--- config.mk ---
export PLATFORM = sky130hd
export DESIGN_NAME = vga_sync_gen
export DESIGN_NICKNAME = d
export VERILOG_FILES = /design/src/rtl/vga_sync_gen.sv
export SDC_FILE = /design/constraint.sdc
export NUM_CORES = 1
export LEC_CHECK = 0
export BUFFER_PORTS_ARGS = -buffer_cell sky130_fd_sc_hd__buf_2
export CAP_MARGIN = 10
export CORE_UTILIZATION = 50
export CTS_CLUSTER_DIAMETER = 50
export DETAILED_ROUTE_END_ITERATION = 10
export PLACE_DENSITY = 0.75
export SLEW_MARGIN = 20
export SYNTH_ARGS = -nofsm -noshare
export SYNTH_HDL_FRONTEND = slang
export SYNTH_SLANG_ARGS = --single-unit
--- constraint.sdc ---
create_clock -name clk_100MHz -period 2.4 [get_ports clk_100MHz]
set_clock_uncertainty 0.05 [all_clocks]
set_input_delay 0.12 -clock clk_100MHz [delete_from_list [all_inputs] [get_ports clk_100MHz]]
set_output_delay 0.12 -clock clk_100MHz [all_outputs]
set_load 0.01 [all_outputs]
--- src/rtl/vga_sync_gen.sv ---
// 640x480@60 Hz VGA timing generator on the 100 MHz system clock.
// The divided pixel clock is sampled as data and edge-detected into a one-cycle
// pixel strobe. A request stage publishes the pixel position to the renderer and a
// display stage, one pixel later, emits colour and syncs aligned to that colour.
// Optional build macro: VGA_TEST_PATTERN_EN replaces rgb_in with a position-derived
// test pattern.
module vga_sync_gen #(
  parameter int unsigned H_ACTIVE = 640,
  parameter int unsigned H_FP     = 16,
  parameter int unsigned H_SYNC   = 96,
  parameter int unsigned H_BP     = 48,
  parameter int unsigned V_ACTIVE = 480,
  parameter int unsigned V_FP     = 10,
  parameter int unsigned V_SYNC   = 2,
  parameter int unsigned V_BP     = 33
) (
  input  logic        clk_100MHz,
  input  logic        reset,
  input  logic        clk_pix_in,
  input  logic [11:0] rgb_in,
  output logic        pix_tick,
  output logic [9:0]  pix_x,
  output logic [9:0]  pix_y,
  output logic        video_on,
  output logic        frame_start,
  output logic        hsync,
  output logic        vsync,
  output logic [11:0] rgb_out
);

  localparam int unsigned H_TOTAL = H_ACTIVE + H_FP + H_SYNC + H_BP;
  localparam int unsigned V_TOTAL = V_ACTIVE + V_FP + V_SYNC + V_BP;

  localparam logic [9:0] HLast      = 10'(H_TOTAL - 1);
  localparam logic [9:0] VLast      = 10'(V_TOTAL - 1);
  localparam logic [9:0] HAct       = 10'(H_ACTIVE);
  localparam logic [9:0] VAct       = 10'(V_ACTIVE);
  localparam logic [9:0] HSyncStart = 10'(H_ACTIVE + H_FP);
  localparam logic [9:0] HSyncEnd   = 10'(H_ACTIVE + H_FP + H_SYNC);
  localparam logic [9:0] VSyncStart = 10'(V_ACTIVE + V_FP);
  localparam logic [9:0] VSyncEnd   = 10'(V_ACTIVE + V_FP + V_SYNC);

  logic        s1_q, s2_q, s3_q;
  logic        pix_tick_q;
  logic [9:0]  h_q, h_d;
  logic [9:0]  v_q, v_d;
  logic [9:0]  pix_x_q, pix_y_q;
  logic        video_on_q, frame_start_q;
  logic        hsync_q, hsync_d;
  logic        vsync_q, vsync_d;
  logic [11:0] rgb_q, rgb_d;
  logic [11:0] pix_rgb;

  // Synchronise and edge-detect the divided pixel clock into a one-cycle strobe.
  always_ff @(posedge clk_100MHz or posedge reset) begin
    if (reset) begin
      s1_q       <= 1'b0;
      s2_q       <= 1'b0;
      s3_q       <= 1'b0;
      pix_tick_q <= 1'b0;
    end else begin
      s1_q       <= clk_pix_in;
      s2_q       <= s1_q;
      s3_q       <= s2_q;
      pix_tick_q <= s2_q & ~s3_q;
    end
  end

  // Next counter values: h advances per tick, v advances on h wrap.
  always_comb begin
    h_d = h_q;
    v_d = v_q;
    if (pix_tick_q) begin
      if (h_q == HLast) begin
        h_d = '0;
        v_d = (v_q == VLast) ? '0 : v_q + 10'd1;
      end else begin
        h_d = h_q + 10'd1;
      end
    end
  end

  // Counters and request stage; both load from the updated position on a tick.
  // Counters reset to the last position so the first tick lands on (0,0).
  always_ff @(posedge clk_100MHz or posedge reset) begin
    if (reset) begin
      h_q           <= HLast;
      v_q           <= VLast;
      pix_x_q       <= '0;
      pix_y_q       <= '0;
      video_on_q    <= 1'b0;
      frame_start_q <= 1'b0;
    end else begin
      h_q           <= h_d;
      v_q           <= v_d;
      frame_start_q <= 1'b0;
      if (pix_tick_q) begin
        pix_x_q       <= h_d;
        pix_y_q       <= v_d;
        video_on_q    <= (h_d < HAct) && (v_d < VAct);
        frame_start_q <= (h_d == '0) && (v_d == '0);
      end
    end
  end

`ifdef VGA_TEST_PATTERN_EN
  logic unused_rgb_in;
  assign unused_rgb_in = ^rgb_in;
  assign pix_rgb = {pix_x_q[7:4], pix_y_q[7:4], pix_x_q[3:0] ^ pix_y_q[3:0]};
`else
  assign pix_rgb = rgb_in;
`endif

  // Display-stage values derived from the request-stage position.
  always_comb begin
    rgb_d   = video_on_q ? pix_rgb : 12'h000;
    hsync_d = ~((pix_x_q >= HSyncStart) && (pix_x_q < HSyncEnd));
    vsync_d = ~((pix_y_q >= VSyncStart) && (pix_y_q < VSyncEnd));
  end

  // Display stage: captured one tick after the request so syncs match the colour.
  always_ff @(posedge clk_100MHz or posedge reset) begin
    if (reset) begin
      hsync_q <= 1'b1;
      vsync_q <= 1'b1;
      rgb_q   <= 12'h000;
    end else if (pix_tick_q) begin
      hsync_q <= hsync_d;
      vsync_q <= vsync_d;
      rgb_q   <= rgb_d;
    end
  end

  assign pix_tick    = pix_tick_q;
  assign pix_x       = pix_x_q;
  assign pix_y       = pix_y_q;
  assign video_on    = video_on_q;
  assign frame_start = frame_start_q;
  assign hsync       = hsync_q;
  assign vsync       = vsync_q;
  assign rgb_out     = rgb_q;

endmodule
# == After elaboration in Yosys (flattened, before gate mapping) ==
# Index checks and enable logic that the tools add are counted.
# Widths: inputs -> output; s select.
# totals
output_inout_bits,37
reg_bits,60
# classes
eq_ne,2
muxes,7
bitwise_logic,4
n_reduce_logical,6
addsub,2
order_cmp,6
# op_table
op,n
$mux 10,5
$add 10x1->10 const B,2
$eq 10x10->1 const B,2
$logic_not 10->1,2
$lt 10x10->1 const B,2
$lt 10x9->1 const B,2
$mux 12,1
$ge 10x10->1 const B,1
$ge 10x9->1 const B,1
$logic_and 1x1->1,4
$not 1->1,3
$and 1x1->1,1
$mux 1,1

# == Longest topological paths before layout ==
# Gate-level depths: netlist (run 1).
# depth
depth_word,7
mapped_depth,9
depth_no_buf,8

# == Least setup slack after synthesis (run 1) ==
# Ideal clock, no wire load.
# synth_path
path_type,register to register
start,reg h_q[0]
end,reg frame_start_q (netlist: frame_start)
period_less_slack_ps,2670
n_path_buf,1
path_slack_ps,-270
setup_time_ps,96
arrival_time_ps,2524
path_stages_with_launch,9
path_cell_list,dfstp_2 > ha_1 > nand4_1 > or4_1 > buf_2 > nor3_1 > xor2_1 > or4_1 > nor4_2
# synth_between
elab_chain_cells,6
elab_cells_between_ends,10
cone_classes,add/sub: 1; eq/ne: 1; mux: 5; reduce/logical: 3
# synth_rtl
element,line_no,text
"start, declared",45,"logic [9:0] h_q, h_d;"
"start signal, assigned",87,h_q <= HLast;
$eq 10x10->1,74,if (h_q == HLast) begin
$mux 10,74,
$mux 10,73,if (pix_tick_q) begin
net v_d[8],46,"logic [9:0] v_q, v_d;"
$logic_not 10->1,101,frame_start_q <= (h_d == '0) && (v_d == '0);
$logic_and 1x1->1,101,
$mux 1,97,if (pix_tick_q) begin
"end signal, assigned",101,
"end, declared",48,"logic video_on_q, frame_start_q;"
# The timed path passes the listed nets, and every way through them passes these cells.
# A chain may end at the register's enable or synchronous reset.

# == Worst setup path after layout (run 1) ==
# layout_path
start,reg h_q[1]
end,reg frame_start_q (netlist: frame_start)
# Same word-level chain as after synthesis.

==> flow_metrics.tcl, run 1 <==
set metrics [dict create \
    initialDrtViolationCount 318 \
    yosysWarnings 0 \
    switching_share_pct 27.05 \
    wl_met2_um 3636 \
    power_frac_seq_pct 45.3 \
    mostFrequentLayoutCells "54 x buf_4, 51 x buf_2, 48 x dfrtp_1, 32 x nor2_1, 21 x nand2_1" \
    synthCells 309 \
    layout-drive-gt1-share_pct 35.93 \
    n_antenna_cell 0 \
    power-per-cell-area_nw_per_um2 666.9 \
    top_layer "met4" \
    finalWorstSetupSlack_ps -223.9 \
    grt_pass1_vias 2553 \
    core-area_um2 5642 \
    yosys_register_bits 60 \
    finalHoldViolCount 0 \
    grt_pass1_wl_um 12360 \
    clock_latency_ps 330 \
    cellLeakagePower_nw 1.872 \
    netlist_area_um2 2999 \
    combPwrFrac_pct 22.0 \
    antenna_found_initial 0 \
    htree_levels 3 \
    ys_types 50 \
    switchingPower_uw 742.1 \
    io_buffers 51 \
    grt_usage_pct 26.03 \
    status "complete, but fails checks" \
    max_stage_delay_ps 560 \
    area_growth_pct 37.17 \
    synthArstFlopShare_pct 100.0 \
    cp-end-kind "register" \
    postRouteAntennaNets 0 \
    maxSlewViolCount 0 \
    firstDrtPassIters 5 \
    fin_cells 495 \
    die_y_um 79.45 \
    clkTransAtPathRegs_ps 70 \
    max_freq_ghz 0.3811 \
    overflow 0 \
    finalPower_mw 2.744 \
    ff2ff_path_depth 7 \
    grt_max_degree 39 \
    start_util_pct 53.16 \
    period_minus_slack_ps 2624 \
    crit_path_frequent_cell "or4_4" \
    crit_path_start_kind "register" \
    hp-class "register to register" \
    wl_met3_um 522 \
    cts.sinks 60 \
    holdWs_ps 301.8 \
    ir_worst_vdd_v 0.0004588 \
    cp_max_fo 5 \
    final_common_cell "buf_4" \
    avgSynthCellArea_um2 9.706 \
    synth_fp_nets 327 \
    cts-root-buf "clkbuf_8" \
    rsz0062_at_grt "yes" \
    cts_tree "done" \
    place_ws_ps -204.9 \
    vias 2764 \
    detail_route.wirelength.met1_um 3388 \
    post-route-period-util_pct 109.3 \
    row_count 27 \
    power.internal_mw 2.002 \
    cap_violations 0 \
    tightest_slew_ps 492.1 \
    dp.cells 462 \
    hold_depth 0 \
    slew_headroom_pct 66.94 \
    dp.final_hpwl_um 5101 \
    gp_congestion 0.9340 \
    finalSetupViolCount 2 \
    wl_per_cell_um 15.47 \
    route.detailed.drc 0 \
    required_ps 2590 \
    cts_buffer_depth 2 \
    synth_flop_cell "dfrtp_1" \
    avgViaCountPerCell 5.584 \
    power_frac_clock_pct 32.7 \
    wl_um 7657 \
    die_w_um 79.45 \
    final_nets 436 \
    ios 52 \
    violations "negative setup slack" \
    cp_slowest_cell "dfstp_2" \
    critPathKind "register to register" \
    numCtsBuffers 9 \
    dieArea_um2 6312 \
    crit_chain "ha_4, nand4_1, or4_4, nor3_4, xor2_1, or4_4, nor4_4" \
    worstPathArrival_ps 2820 \
    ys_seq_area_share_pct 50.56 \
    synth-edff-count 0 \
]
[cell usage after synthesis, types with 9 or more instances]
master / n / area [um^2]
dfrtp_1: 48 / 1201
nor2_1: 32 / 120.1
nand2_1: 21 / 78.83
a21oi_1: 20 / 100.1
clkbuf_1: 17 / 63.81
xnor2_1: 13 / 113.9
a22o_1: 12 / 105.1
dfstp_2: 12 / 315.3
o21ai_0: 12 / 60.06
and3_1: 9 / 56.30
inv_1: 9 / 33.78
nand3_1: 9 / 45.04
nand4_1: 9 / 56.30
[kinds of logic after synthesis]
family	Yosys count	share of synthesized area (%)
buf+inv	33	4.797
flops	60	50.56
mux	3	1.043
fa+ha+maj	3	1.252
xor+xnor	15	4.381
simple gates	113	19.73
compound gates	82	18.23
[sequential cells by signal (all words and copies together), names as in the netlist]
name and flops:
s2_q 1, video_on 1, vsync 1, s3_q 1, v_q 10, pix_x 10
pix_tick 1, s1_q 1, hsync 1, pix_y 10, frame_start 1, h_q 10
rgb_out 12
[critical path: cells and delay by family (launching register included)]
kind / cells / cell delay [ps]
XOR/XNOR: 1 / 120
adder cells (fa/ha/maj): 1 / 160
flip-flops: 1 / 560
AND/OR/NAND/NOR: 5 / 1650
[power by group through the flow]
stage	Sequential, mW	Combinational [mW]	Clock (mW)
2_1_floorplan	1.27	0.290	0
3_3_place_gp	1.25	0.552	0
3_5_place_dp	1.25	0.566	0
4_1_cts	1.24	0.585	0.912
5_1_grt	1.26	0.660	0.965
6_report	1.24	0.603	0.897
[worst paths after layout]
| kind | from | to | slack [ps] |
|---|---|---|---|
| max | h_q[1] | frame_start | -220 |
| min | s1_q | s2_q | 300 |
| min reg2reg | s1_q | s2_q | 300 |
| max reg2reg | h_q[1] | frame_start | -220 |
| min in group asynchronous | reset | rgb_out[0] | 310 |
| max in group asynchronous | reset | vsync | 1360 |
[through the flow]
step                instance area (um^2)  util (%)  TNS [ps]
global route                        4114     72.92    -570.1
finish                              4114     72.92    -351.3
global placement                    3670     65.05    -123.5
CTS                                 4025     71.35    -214.1
floorplan                           3019         -    -116.8
detailed placement                  3670     65.05    -258.2
[what timing repair did]
action | in CTS | in global routing
buffers inserted | 0 | 4
resized for setup | 4 | 16
endpoints found under the hold margin | 34 | 0
pin swaps | 0 | 3
hold buffers | 14 | 0
cloned | 0 | 1
setup endpoints to repair | 3 | 8
[metal layers]
| layer | vias to the layer above | global-route usage, % |
|---|---|---|
| met5 | - | 0 |
| met4 | 0 | 8.182 |
| met3 | 13 | 5.714 |
| met2 | 130 | 41.37 |
| met1 | 1287 | 35.38 |
| li1 | 1334 | - |
[cell type report]
cell class / count / area [um^2]
Fill cell: 392 / 1528
Sequential cell: 60 / 1516
Multi-Input combinational cell: 217 / 1444
Timing Repair Buffer: 121 / 832.0
Clock buffer: 14 / 162.7
Tap cell: 72 / 90.09
Clock inverter: 2 / 35.03
Inverter: 9 / 33.78
(Power assumes the default switching activity.)
==> run 2, diff against run 1 <==
CORE_UTILIZATION = 35   (was 50)
PLACE_DENSITY = not set   (was 0.75)
==> run 2 against run 1 <==
  * The flow still finishes with violations (negative setup slack)
  * Utilization is 23 points lower
  * Sequential power hardly changed
  * Critical path depth is 1 higher
  * Largest cell class unchanged
  * Power is 7.6% higher
  * Flip-flop and latch count stayed put
  * First-iteration DRC count is 59% lower
  * Via count is 3.0% lower
  * Critical endpoint unchanged
  * Worst hold slack hardly changed
  * Clock power is 26% higher
  * Setup slack worse by 22 ps
  * Die area is 42% higher
  * Cell count is 5.9% higher
==> flow_metrics.tcl, run 2 (synthesized netlist as in run 1, its figures left out) <==
set metrics [dict create \
    cts.sinks 60 \
    hp-class "register to register" \
    rsz0062_at_grt "yes" \
    wl_um 7862 \
    finalSetupViolCount 2 \
    mostFrequentLayoutCells "52 x buf_4, 51 x buf_2, 48 x dfrtp_1, 32 x nor2_1, 21 x nand2_1" \
    final_util_pct 50.17 \
    place_ws_ps -268.2 \
    max_stage_delay_ps 560 \
    switchingPower_uw 809.2 \
    dieArea_um2 8943 \
    firstDrtPassIters 5 \
    power-per-cell-area_nw_per_um2 712.9 \
    vias 2680 \
    wl_per_cell_um 15.00 \
    final_common_cell "buf_4" \
    antenna_found_initial 0 \
    max_freq_ghz 0.3780 \
    finalHoldViolCount 0 \
    grt_pass1_vias 2524 \
    path_buf_inv 1 \
    grt_pass1_wl_um 12480 \
    crit_start "h_q[1]" \
    area_growth_pct 38.13 \
    tns_ps -275.1 \
    min_to "s2_q" \
    die_y_um 94.57 \
    period_minus_slack_ps 2646 \
    clock_latency_ps 340 \
    ff2ff_path_depth 8 \
    finalPower_mw 2.953 \
    hold_depth 0 \
    ir_worst_vdd_v 0.0003488 \
    cts_buffer_depth 2 \
    finalWorstSetupSlack_ps -245.6 \
    cellLeakagePower_nw 1.851 \
    row_count 33 \
    crit_family "simple AND/OR/NAND/NOR gates" \
    cts_tree "done" \
    gp_congestion 0.8852 \
    holdWs_ps 302.2 \
    crit_path_start_kind "register" \
    start_util_pct 36.32 \
    grt_usage_pct 18.23 \
    grt_max_degree 61 \
    combPwrFrac_pct 20.3 \
    io_buffers 51 \
    post-route-period-util_pct 110.2 \
    dp.final_hpwl_um 5345 \
    postRouteAntennaNets 0 \
    final_nets 432 \
    critPathKind "register to register" \
    required_ps 2600 \
    largest_register_ffs 12 \
    avgViaCountPerCell 5.115 \
    cts-root-buf "clkbuf_8" \
    cp-end-kind "register" \
    violations "negative setup slack" \
    crit_chain "ha_4, nand4_1, or4_4, buf_6, o21ai_4, nand4_1, or4_4, nor4_4" \
    layout-drive-gt1-share_pct 35.32 \
    slew_headroom_pct 50.30 \
    maxSlewViolCount 0 \
    status "complete, but fails checks" \
    numCtsBuffers 9 \
    worstPathArrival_ps 2840 \
    htree_levels 3 \
    core-area_um2 8258 \
    cp_max_fo 9 \
    tightest_slew_ps 745.6 \
    initialDrtViolationCount 130 \
    nFillCells 774 \
    route.detailed.drc 0 \
    ios 52 \
    min_from "s1_q" \
    overflow 0 \
    rr_endpoint "frame_start" \
    die_w_um 94.57 \
    r2r_start "h_q[1]" \
    switching_share_pct 27.40 \
    clkTransAtPathRegs_ps 70 \
    cp_slowest_cell "dfstp_2" \
    power.internal_mw 2.144 \
    power_frac_clock_pct 38.2 \
    power_frac_seq_pct 41.5 \
    r2r_slack_ps -250 \
    cap_violations 0 \
    n_antenna_cell 0 \
]
==> run 2: changes by cell type in the layout (fill, tap and decap cells not counted), sizes merged <==
cell      previous run  this run
bufinv               1         3
clkinv               1         2
or4                  4         3
clkbuf              14         9
inv                  9        10
clkinvlp             0         1
buf                107       104
==> run 2: stage by stage <==
step | std cells | cell area (um^2)
2_1_floorplan | 309 | 3019
3_3_place_gp | 493 | 3684
3_5_place_dp | 493 | 3684
4_1_cts | 524 | 4098
5_1_grt | 524 | 4143
6_report | 524 | 4143
==> run 2: worst max path at each step <==
stage | end | slack [ps] | cells past startpoint
floorplan | frame_start | -120 | 9
global placement | frame_start | -150 | 8
detailed placement | frame_start | -270 | 8
CTS | frame_start | -210 | 8
global route | frame_start | -310 | 8
finish | frame_start | -250 | 8
==> run 2: area by class of cell <==
cell class	count	area, um^2	area share [%]
clock buffer	9	123.9	2.990
clock inverter	7	123.9	2.990
inverter	9	33.78	0.8155
multi-input combinational	216	1416	34.19
sequential	60	1516	36.61
tap	105	131.4	3.171
timing repair buffer	118	797.0	19.24
==> run 2: layer usage <==
metal  up-vias  track usage (%)  share of wire (%)
met5         -                0                  0
met4         0            6.439                1.3
met3         8            2.979                3.4
met2        60            28.38                 46
met1      1277            25.55                 49
li1       1335                -                  -
==> run 2: power by group through the flow <==
stage	clock [mW]	sequential, mW	combinational, mW
2_1_floorplan	0	1.27	0.290
3_3_place_gp	0	1.24	0.553
3_5_place_dp	0	1.24	0.556
4_1_cts	1.16	1.22	0.589
5_1_grt	1.19	1.24	0.665
6_report	1.13	1.23	0.598
==> run 2: what timing repair did <==
| action | 4_1_cts | 5_1_grt |
|---|---|---|
| hold buffers | 14 | 0 |
| setup buffers | 1 | 0 |
| setup endpoints to repair | 6 | 6 |
| endpoints found under the hold margin | 61 | 0 |
| pin swaps | 0 | 3 |
| resized for setup | 5 | 9 |
